[src/rtl/alu_commit_stage.sv]
// ALU commit stage: one-entry pending register, ARM condition check, 8x16 register file and NZCV flags.
// Optional macro ALU_COMMIT_BYPASS_EN forwards pending write data to the read ports.
module alu_commit_stage #(
    parameter int NREGS = 8,
    parameter int AW    = 3
) (
    input  logic          clk,
    input  logic          rst,
    input  logic          in_valid,
    output logic          in_ready,
    input  logic [15:0]   alu_out,
    input  logic [3:0]    alu_cond,
    input  logic [3:0]    cond,
    input  logic [AW-1:0] rd,
    input  logic          wr_en,
    input  logic          set_flags,
    input  logic          stall,
    input  logic [AW-1:0] ra_addr,
    input  logic [AW-1:0] rb_addr,
    output logic [15:0]   ra_data,
    output logic [15:0]   rb_data,
    output logic [3:0]    flags,
    output logic          commit,
    output logic          squash
);

    localparam int DATA_W = 16;

    typedef enum logic {
        EMPTY = 1'b0,
        FULL  = 1'b1
    } state_t;

    state_t state, state_next;

    logic [DATA_W-1:0] data_p0;
    logic [3:0]        ccode_p0;
    logic [3:0]        cond_p0;
    logic [AW-1:0]     rd_p0;
    logic              wr_en_p0;
    logic              set_flags_p0;
    logic              vld_p0;

    logic [DATA_W-1:0] regs [NREGS];

    logic capture;
    logic retire;
    logic pass;

    // Flags are ordered {N,Z,C,V}.
    function automatic logic cond_pass(input logic [3:0] c, input logic [3:0] f);
        logic n, z, cy, v;
        logic r;
        n  = f[3];
        z  = f[2];
        cy = f[1];
        v  = f[0];
        case (c)
            4'h0:    r = z;
            4'h1:    r = !z;
            4'h2:    r = cy;
            4'h3:    r = !cy;
            4'h4:    r = n;
            4'h5:    r = !n;
            4'h6:    r = v;
            4'h7:    r = !v;
            4'h8:    r = cy && !z;
            4'h9:    r = !cy || z;
            4'hA:    r = (n == v);
            4'hB:    r = (n != v);
            4'hC:    r = !z && (n == v);
            4'hD:    r = z || (n != v);
            4'hE:    r = 1'b1;
            default: r = 1'b0;
        endcase
        return r;
    endfunction

    assign vld_p0  = (state == FULL);
    assign capture = in_valid && in_ready;
    assign retire  = vld_p0 && !stall;
    assign pass    = cond_pass(cond_p0, flags);

    always_ff @(posedge clk or posedge rst) begin
        if (rst) begin
            state <= EMPTY;
        end else begin
            state <= state_next;
        end
    end

    always_comb begin
        state_next = state;
        case (state)
            EMPTY:   if (capture) state_next = FULL;
            FULL:    if (retire && !capture) state_next = EMPTY;
            default: state_next = EMPTY;
        endcase
    end

    always_comb begin
        in_ready = (state == EMPTY) || !stall;
    end

    // Stage p0: pending entry payload; validity lives in the state register.
    always_ff @(posedge clk) begin
        if (capture) begin
            data_p0      <= alu_out;
            ccode_p0     <= alu_cond;
            cond_p0      <= cond;
            rd_p0        <= rd;
            wr_en_p0     <= wr_en;
            set_flags_p0 <= set_flags;
        end
    end

    // Retire: architectural state and the registered commit/squash pulses.
    always_ff @(posedge clk or posedge rst) begin
        if (rst) begin
            for (int i = 0; i < NREGS; i++) begin
                regs[i] <= '0;
            end
            flags  <= '0;
            commit <= 1'b0;
            squash <= 1'b0;
        end else begin
            commit <= retire && pass;
            squash <= retire && !pass;
            if (retire && pass) begin
                if (wr_en_p0) regs[rd_p0] <= data_p0;
                if (set_flags_p0) flags <= ccode_p0;
            end
        end
    end

`ifdef ALU_COMMIT_BYPASS_EN
    logic fwd;
    assign fwd = vld_p0 && wr_en_p0 && pass;

    always_comb begin
        ra_data = regs[ra_addr];
        rb_data = regs[rb_addr];
        if (fwd && (ra_addr == rd_p0)) ra_data = data_p0;
        if (fwd && (rb_addr == rd_p0)) rb_data = data_p0;
    end
`else
    always_comb begin
        ra_data = regs[ra_addr];
        rb_data = regs[rb_addr];
    end
`endif

endmodule

[config.mk]
export PLATFORM = sky130hd
export DESIGN_NAME = alu_commit_stage
export DESIGN_NICKNAME = d
export VERILOG_FILES = /design/src/rtl/alu_commit_stage.sv
export SDC_FILE = /design/constraint.sdc
export NUM_CORES = 1
export LEC_CHECK = 0
export CORE_ASPECT_RATIO = 1.5
export CORE_UTILIZATION = 25
export CTS_BUF_LIST = sky130_fd_sc_hd__clkbuf_16
export DETAILED_ROUTE_END_ITERATION = 6
export HOLD_SLACK_MARGIN = 0.1
export PLACE_DENSITY = 0.51
export SYNTH_ARGS = -nofsm -noshare
export SYNTH_HDL_FRONTEND = slang
export SYNTH_SLANG_ARGS = --single-unit
[constraint.sdc]
create_clock -name clk -period 5.39 [get_ports clk]
set_clock_uncertainty 0.1 [all_clocks]
set_input_delay 0.539 -clock clk [delete_from_list [all_inputs] [get_ports clk]]
set_output_delay 0.539 -clock clk [all_outputs]
set_load 0.05 [all_outputs]
==> results of run 1 <==
[cell families (layout without fill, tap and decap cells)]
kind of cell,after synthesis,after routing,share of synthesized area (%)
buffers and inverters,41,125,3.235
XOR/XNOR,4,4,0.4156
AO/OA/AOI/OAI,19,19,2.612
flip-flops,164,164,50.39
AND/OR/NAND/NOR,29,29,2.122
multiplexers,228,228,41.22
[power by group through the flow]
| stage | registers (uW) | logic [uW] | clock network, uW |
|---|---|---|---|
| floorplan | 1800 | 1040 | 0 |
| global placement | 1800 | 1400 | 0 |
| detailed placement | 1840 | 1430 | 0 |
| CTS | 1820 | 1430 | 1200 |
| global route | 1860 | 1500 | 1260 |
| finish | 1820 | 1410 | 1160 |
[final cells by class]
class / instances / area [um2] / area share [%]
inverter: 4 / 17.52 / 0.1735
multi-input combinational: 280 / 3910 / 38.72
sequential: 164 / 4249 / 42.08
tap: 420 / 525.5 / 5.204
clock inverter: 15 / 130.1 / 1.289
timing repair buffer: 89 / 840.8 / 8.326
clock buffer: 17 / 425.4 / 4.213
[sequential cells by signal (all words and copies together), names as in the netlist, 3 cells and up]
register and count:
regs 128, data_p0 16, ccode_p0 4, cond_p0 4, flags 4, rd_p0 3
[worst paths after layout]
check,start,end,slack (ns),cells after the start
setup / recovery,rb_addr[1],rb_data[2],1.76,4
min in group asynchronous,rst,regs[114],0.52,2
max in group asynchronous,rst,regs[69],3.35,3
hold / removal,ccode_p0[0],flags[0],0.37,1
hold reg to reg,ccode_p0[0],flags[0],0.37,1
setup reg to reg,cond_p0[1],regs[75],2.28,6
[worst register-to-register path, cell delays in order, from the launching register on]
cell       delay, ns
edfxtp_1        0.50
nor2b_1         0.18
a2111oi_1       0.48
a21oi_1         0.11
or2_1           0.40
o2111ai_4       0.78
mux2_2          0.43
[routing by layer]
| layer | wire length (um) | part of all wire [%] |
|---|---|---|
| met1 | 8710 | 41 |
| met2 | 11240 | 53 |
| met4 | 405 | 1.9 |
| met5 | 0 | 0 |
| met3 | 916 | 4.3 |
[cells in the final DEF (no fill, tap or decap), drive strengths merged, types with 2 or more instances in the layout]
master and instances:
a2111o 2, a21oi 3, and2 2, buf 16, clkbuf 17, clkdlybuf4s50 73
clkinv 5, clkinvlp 4, dfrtp 135, edfxtp 29, inv 9, mux2 164
mux4 64, nand2 5, nand2b 2, nand3 2, nor2 3, nor2b 6
o2111a 3, o2111ai 3, o21ai 3, xor2 3
[synthesized netlist by cell type (2+ instances only)]
| master | number |
|---|---|
| nand3_1 | 2 |
| xor2_1 | 3 |
| nor2b_1 | 6 |
| a2111o_1 | 2 |
| buf_12 | 3 |
| nor2_1 | 3 |
| mux2_4 | 50 |
| a21oi_1 | 3 |
| o2111a_1 | 3 |
| buf_2 | 2 |
| buf_1 | 6 |
| o2111ai_4 | 3 |
| mux2_2 | 110 |
| buf_6 | 7 |
| dfrtp_1 | 135 |
| and2_1 | 2 |
| buf_4 | 4 |
| edfxtp_1 | 29 |
| mux4_2 | 64 |
| mux2_1 | 4 |
| clkbuf_1 | 15 |
| nand2_1 | 5 |
| o21ai_0 | 2 |
| inv_1 | 4 |
| nand2b_1 | 2 |
[per-stage QoR]
step	total power (uW)	setup WS [ns]	utilization (%)	area, um2
floorplan	2836	1.140	-	8432
global placement	3206	1.717	28.62	9543
detailed placement	3270	1.729	28.62	9543
CTS	4459	1.729	30.29	10100
global route	4619	1.671	30.29	10100
finish	4398	1.764	30.29	10100
==> flow_metrics.env, run 1 <==
export IMPL_syn_to_final_growth_pct=19.77
export IMPL_drtAntennaViolNets=0
export IMPL_met1_usage_pct=15.18
export IMPL_cp_data_required_time_ns=4.75
export IMPL_tns_ns=0
export IMPL_max_slew_margin_rel_pct=25.48
export IMPL_io_buffers=77
export IMPL_status="finished, violations left"
export IMPL_grtUsageTotal_pct=13.25
export IMPL_cts_made_buffers=17
export IMPL_netlist_instances=485
export IMPL_cts_setup_buffers=0
export IMPL_fill_cells=3262
export IMPL_cp_max_fo=32
export IMPL_report_final_slew_viol_count=0
export IMPL_vias=4722
export IMPL_dp_hpwl_mm=13.59
export IMPL_cp_start_kind="primary input"
export IMPL_crit_family="buffers and inverters"
export IMPL_grt_use_met3_pct=3.459
export IMPL_clk_latency_ns=0.44
export IMPL_hold_viol=0
export IMPL_io_pins=78
export IMPL_antenna_found_initial=0
export IMPL_num_rows=82
export IMPL_first_iter_violations=248
export IMPL_postCtsHoldBufs=0
export IMPL_grt_pass1_wl_mm=33.19
export IMPL_synth_area_top_cells="dfrtp_1 (40%), mux4_2 (17%), mux2_2 (15%)"
export IMPL_slowest_delay_ns=0.82
export IMPL_use_met2_pct=23.54
export IMPL_drv_cap=0
export IMPL_ys_flop_type="dfrtp_1"
export IMPL_grt_pass1_vias=5399
export IMPL_grt_max_degree=70
export IMPL_finalNetCount=595
export IMPL_pwr_share_seq_pct=41.4
export IMPL_clk_pin_slew_ns=0.06
export IMPL_synth_edf_count=29
export IMPL_power_switching_uw=1450
export IMPL_synth_async_reset_ratio_pct=82.32
export IMPL_power_switching_share_pct=32.96
export IMPL_wl_mm=21.28
export IMPL_root_buffer="clkbuf_16"
export IMPL_clock_sinks=164
export IMPL_drive_gt1_share_pct=49.38
export IMPL_finalSetupViolCount=0
export IMPL_arrival_ns=2.99
export IMPL_placed_cells=957
export IMPL_p_per_area_mw_per_mm2=435.5
export IMPL_die_width_um=152.0
export IMPL_critical_path_endpoint_type="output port"
export IMPL_share_comb_of_total_power_pct=32.1
export IMPL_num_antenna_cells=0
export IMPL_hold_path_class="reg2reg"
export IMPL_htreeDepth=4
export IMPL_leakagePower_uw=0.004175
export IMPL_core_area_mm2=0.03334
export IMPL_min_period_over_period_pct=67.26
export IMPL_clockBufferDepth=2
export IMPL_grt_busiest_layer="met2"
export IMPL_synth_top_cell_area_share_pct=40.07
export IMPL_fin_cells=989
export IMPL_p_int_uw=2948
export IMPL_firstDrtPassIters=6
export IMPL_gp_congestion=0.7266
export IMPL_synth_nets=524
export IMPL_period_needed_ns=3.626
export IMPL_avgSynthCellArea_um2=17.39
export IMPL_wl_per_cell_um=21.51
export IMPL_gr_total_overflow=0
export IMPL_path_cells="buf_2 -> mux4_2 -> mux2_2 -> clkdlybuf4s50_1"
export IMPL_die_h_um=226.9
export IMPL_crit_buf_inv=2
export IMPL_ys_types=41
export IMPL_synth_area_mm2=0.008432
export IMPL_clkPwrFrac_pct=26.5
export IMPL_crit_type="in2out"
export IMPL_rsz0062_at_grt="no"
export IMPL_start_util_pct=25.29
export IMPL_die_area_mm2=0.03448
export IMPL_yosys_warnings=0
export IMPL_violations="DRC"
export IMPL_yosys_area_top_type="dfrtp_1"
export IMPL_timing_hold_ws_ns=0.3747
export IMPL_vias_per_cell=4.775
export IMPL_cpMaxStageDelayCell="buf_2"
export IMPL_tightest_slew_ns=1.118
export IMPL_max_vdd_ir_drop_uv=265.8
export IMPL_ys_seq_area_share_pct=50.39
export IMPL_cts_resized=0
export IMPL_drc_errors=6
export IMPL_ys_ff_latch=164
export IMPL_max_clock_freq_ghz=0.2758
export IMPL_cts_tree="done"
Power figures use the tool's default switching activity.
==> inputs of run 2 (changes only) <==
- clock period: 5.39 -> 3.6 ns (I/O delays scaled with it)
==> run 2 against run 1 <==
  * The run still ends with DRC left
  * Die area is the same
  * Sequential power increased by 49%
  * Final cell count rose by 1.1%
  * Sequential share of layout area shrank 0.71 points
  * Register-to-register slack worse by 1.5 ns
  * Worst setup slack worse by 1.1 ns
  * Global-route usage is essentially flat
  * Sequential cell count stayed put
  * Clock power up 61%
  * Routed wire length down 0.21%
  * Count of clock-buffer cells in the layout stayed put
  * Critical endpoint is now ra_data[15]
  * Largest cell class unchanged
  * Highest routed layer unchanged
==> flow_metrics.env, run 2 (synthesis gave the netlist of run 1 again) <==
export IMPL_slowest_delay_ns=0.71
export IMPL_largest_reg_flops=128
export IMPL_tns_ns=0
export IMPL_max_clock_freq_ghz=0.3420
export IMPL_hold_path_class="reg2reg"
export IMPL_power_switching_uw=2107
export IMPL_start_util_pct=25.29
export IMPL_grt_pass1_vias=5563
export IMPL_vias_per_cell=4.798
export IMPL_drtAntennaViolNets=0
export IMPL_drv_cap=0
export IMPL_die_width_um=152.0
export IMPL_gp_congestion=0.7049
export IMPL_drive_gt1_share_pct=49.31
export IMPL_grtUsageTotal_pct=13.21
export IMPL_crit_type="in2out"
export IMPL_num_rows=82
export IMPL_htreeDepth=4
export IMPL_cts_tree="done"
export IMPL_grt_max_degree=45
export IMPL_top_regs="regs: 128 flops, data_p0: 16 flops"
export IMPL_power_switching_share_pct=31.35
export IMPL_firstDrtPassIters=6
export IMPL_final_util_pct=30.81
export IMPL_mostFrequentLayoutCells="dfrtp_1 (135), mux2_2 (110), clkdlybuf4s50_1 (73), mux4_2 (64), mux2_4 (50)"
export IMPL_antenna_found_initial=0
export IMPL_finalSetupViolCount=0
export IMPL_p_per_area_mw_per_mm2=654.3
export IMPL_min_period_over_period_pct=81.22
export IMPL_share_comb_of_total_power_pct=31.8
export IMPL_crit_family="buffers and inverters"
export IMPL_report_final_slew_viol_count=0
export IMPL_cts_resized=0
export IMPL_fill_cells=3235
export IMPL_cp_data_required_time_ns=3.14
export IMPL_hold_viol=0
export IMPL_max_slew_margin_rel_pct=26.93
export IMPL_clk_pin_slew_ns=0.06
export IMPL_io_pins=78
export IMPL_rsz0062_at_grt="no"
export IMPL_num_antenna_cells=0
export IMPL_p_int_uw=4614
export IMPL_core_area_mm2=0.03334
export IMPL_pwr_share_seq_pct=40.3
export IMPL_cts_made_buffers=17
export IMPL_crit_buf_inv=3
export IMPL_drc_errors=10
export IMPL_wl_per_cell_um=21.23
export IMPL_top_register="regs"
export IMPL_cts_setup_buffers=0
export IMPL_root_buffer="clkbuf_16"
export IMPL_clkPwrFrac_pct=27.9
export IMPL_clk_latency_ns=0.44
export IMPL_cp_start_kind="primary input"
export IMPL_leakagePower_uw=0.004281
export IMPL_clock_sinks=164
export IMPL_vias=4798
export IMPL_io_buffers=77
export IMPL_wl_mm=21.23
export IMPL_die_h_um=226.9
export IMPL_dp_hpwl_mm=13.76
export IMPL_first_iter_violations=251
export IMPL_violations="DRC"
export IMPL_clockBufferDepth=2
export IMPL_place_area_mm2=0.009677
export IMPL_status="finished, violations left"
export IMPL_path_cells="buf_2 -> buf_12 -> mux4_2 -> mux2_2 -> clkdlybuf4s50_1"
export IMPL_grt_pass1_wl_mm=33.36
export IMPL_postCtsHoldBufs=0
export IMPL_fin_area_mm2=0.01027
export IMPL_cpMaxStageDelayCell="clkdlybuf4s50_1"
export IMPL_arrival_ns=2.46
export IMPL_critical_path_endpoint_type="output port"
export IMPL_syn_to_final_growth_pct=21.83
export IMPL_max_vdd_ir_drop_uv=346.3
export IMPL_tightest_slew_ns=1.096
export IMPL_gr_total_overflow=0
export IMPL_period_needed_ns=2.924
export IMPL_finalNetCount=606
export IMPL_die_area_mm2=0.03448
export IMPL_cp_max_fo=16
export IMPL_layout_commonest_cell="dfrtp_1"
[run 2: through the flow]
stage | instances | hold WS [ns] | power (uW) | worst slack, ns
final | 1000 | 0.3716 | 6721 | 0.6761
after global routing | 1000 | 0.3504 | 7051 | 0.5360
after CTS | 1000 | 0.3396 | 6828 | 0.6484
after detailed placement | 968 | 0.3619 | 4899 | 0.6533
after global placement | 968 | 0.3581 | 4807 | 0.6507
after floorplan | 485 | 0.3539 | 4247 | 0.9157
[run 2: final cells by class]
class | instances | area, um2 | area share [%]
Multi-Input combinational cell | 280 | 3910 | 38.06
Inverter | 4 | 18.77 | 0.1827
Timing Repair Buffer | 100 | 973.4 | 9.476
Clock buffer | 17 | 425.4 | 4.141
Tap cell | 420 | 525.5 | 5.116
Sequential cell | 164 | 4249 | 41.36
Clock inverter | 15 | 170.2 | 1.657
[run 2: path summary, 6_finish.rpt]
kind	slack, ns	start	endpoint	cells past startpoint
max	0.68	ra_addr[1]	ra_data[15]	5
min	0.37	ccode_p0[1]	flags[1]	1
max reg2reg	0.73	cond_p0[1]	regs[19]	7
min reg2reg	0.37	ccode_p0[1]	flags[1]	1
max in group asynchronous	2.18	rst	regs[27]	3
min in group asynchronous	0.41	rst	regs[1]	2
[run 2: metal layers]
layer	global-route usage, %	routed length [um]	up-vias
li1	-	-	2057
met1	15.20	8564	2606
met2	23.72	11340	110
met3	3.058	808	25
met4	5.267	515	0
met5	0	0	-
[run 2: power by group through the flow]
stage | combinational, uW | sequential [uW] | clock [uW]
floorplan | 1560 | 2690 | 0
global route | 2270 | 2770 | 2010
CTS | 2170 | 2710 | 1950
global placement | 2120 | 2680 | 0
detailed placement | 2160 | 2740 | 0
finish | 2140 | 2710 | 1870
==> patch, RTL diff (config.mk and constraints of run 1) <==
Build with the macro `ALU_COMMIT_BYPASS_EN` defined.
--- a/src/rtl/alu_commit_stage.sv
+++ b/src/rtl/alu_commit_stage.sv
@@ -2,2 +2,4 @@
 // Optional macro ALU_COMMIT_BYPASS_EN forwards pending write data to the read ports.
+`define ALU_COMMIT_BYPASS_EN
+
 module alu_commit_stage #(
Behaviour: not the same (Yosys sat finds a counterexample within 4 cycles, from zero or initial values and one cycle with rst high).
==> patch against run 1 <==
- area after synthesis rose by 8.3%
- sequential cell count did not move
- count of clock-buffer cells in the layout did not move
- routed wire length rose by 16%
- core utilization fell by 0.30 points
- worst setup slack got worse by 1200 ps
- critical path depth rose by 3
- power fell by 2.7%
- design area rose by 6.7%
==> patch: results (changes against run 1) <==
- Clock power frac: 27.7% (was 26.5%)
- Placed inst area: 0.0102 sq mm (was 0.00954 sq mm)
- Status: finished, final reports clean (was finished with violations)
- Vias: 5222 (was 4722)
- TritonCTS Buffers: 17 (unchanged)
- Antenna diodes: 0 (unchanged)
- Count of cell types in the netlist: 45 (was 41)
- Critical hold path startpoint: ccode_p0[1] (was ccode_p0[0])
- Sequential cell area fraction in the yosys report: 46.5% (was 50.4%)
- Worst slew pin tran: 1100 ps (was 1120 ps)
- Worst IR Drop VDD: 0.000206 V (was 0.000266 V)
- GRT Util Overall: 14.0% (was 13.3%)
- Fill count: 3616 (was 3262)
- Syn Nets: 573 (was 524)
- Setup Fix Bufs, Post-CTS: 0 (unchanged)
- Worst slack, placed: 995 ps (was 1730 ps)
- Crit path largest cell delay: 710 ps (was 820 ps)
- Switch share: 32.0% (was 33.0%)
- Regs by FF count: regs x128, data_p0 x16 (unchanged)
- CP max-delay cell: clkdlybuf4s50_1 (was buf_2)
- FF-to-FF path depth: 5 (was 6)
- GR met2 Demand/Resource: 24.1% (was 23.5%)
- Sequential Area: 0.00425 sq mm (unchanged)
- R2R Setup Slk: 1970 ps (was 2280 ps)
- Detailed Place HPWL: 15400 microns (was 13600 microns)
- First-pass GRT wire length: 38000 microns (was 33200 microns)
- Critical Path AT: 4210 ps (was 2990 ps)
- H-Tree Level Count: 4 (unchanged)
- Post-layout net count: 642 (was 595)
- Mapped Cells: 534 (was 485)
- Layout cell share with drive strength beyond 1: 53.7% (was 49.4%)
- Hold Crit Endpoint: flags[1] (was flags[0])
- Placed cell count: 1062 (was 957)
- Fin Hold WS: 378 ps (was 375 ps)
- Initial antenna violation count: 0 (unchanged)
- Routed wl met3: 792 microns (was 916 microns)
- Reg-to-reg endpoint: regs[43] (was regs[75])
- Class of the worst hold path: reg -> reg (unchanged)
- Met1 usage: 17.1% (was 15.2%)
- Synth top cells by count: dfrtp_1 (135), mux2_2 (117), mux2_4 (80) (was dfrtp_1 (135), mux2_2 (110), mux4_2 (64))
- Initial DRC count: 356 (was 248)
- Largest cells by area after synthesis: dfrtp_1 (37%), mux4_2 (16%), mux2_2 (14%) (was dfrtp_1 (40%), mux4_2 (17%), mux2_2 (15%))
- Post-synth EDFFs: 29 (unchanged)
- Combinational power share: 31.8% (was 32.1%)
- Pwr Density: 397 mW/mm^2 (was 436 mW/mm^2)
- Routed wire length on met2: 13000 microns (was 11200 microns)
- M3 GR Usage: 2.76% (was 3.46%)
- GP Congestion: 0.745 (was 0.727)
- LEAKAGE: 4.34 nW (was 4.18 nW)
- Vias per inst: 4.77 (about the same)
- M1 WL: 10300 microns (was 8710 microns)
- Critical path peak fanout: 10 (was 32)
- R2R Path Start: flags[0] (was cond_p0[1])
- Number of global-route vias before repair: 6029 (was 5399)
- WL/cell: 22.5 microns (was 21.5 microns)
- Largest net degree at the start of global routing: 65 (was 70)
- Clock tree buffer depth: 2 (unchanged)
- Worst path top cell family by delay: compound AO/OA/AOI/OAI gates (was buffers and inverters)
- Pre-antenna DRT Iters: 4 (was 6)
==> patch: worst max path at each step <==
stage	from	endpoint	slack, ps	cells after the start
floorplan	rst	commit	1140	1
detailed placement	flags[0]	rb_data[13]	990	7
finish	flags[0]	rb_data[13]	540	7
global placement	flags[0]	ra_data[12]	1040	7
CTS	flags[0]	rb_data[13]	510	7
global route	flags[0]	rb_data[12]	430	7
==> patch: cells by family (layout without fill, tap and decap cells) <==
group / count (synthesis) / after routing / synth area share [%]
buffers and inverters: 42 / 124 / 3.85
XOR/XNOR: 7 / 7 / 0.671
AND/OR/NAND/NOR: 31 / 31 / 1.99
flip-flops: 164 / 164 / 46.5
multiplexers: 262 / 262 / 43.5
AO/OA/AOI/OAI: 28 / 28 / 3.48
==> patch: cell type report <==
cell class                 count  area share, %
clock buffer                  17           3.95
clock inverter                15           1.30
inverter                       3          0.128
multi-input combinational    328           42.0
sequential                   164           39.4
tap                          478           5.55
timing repair buffer          89           7.61
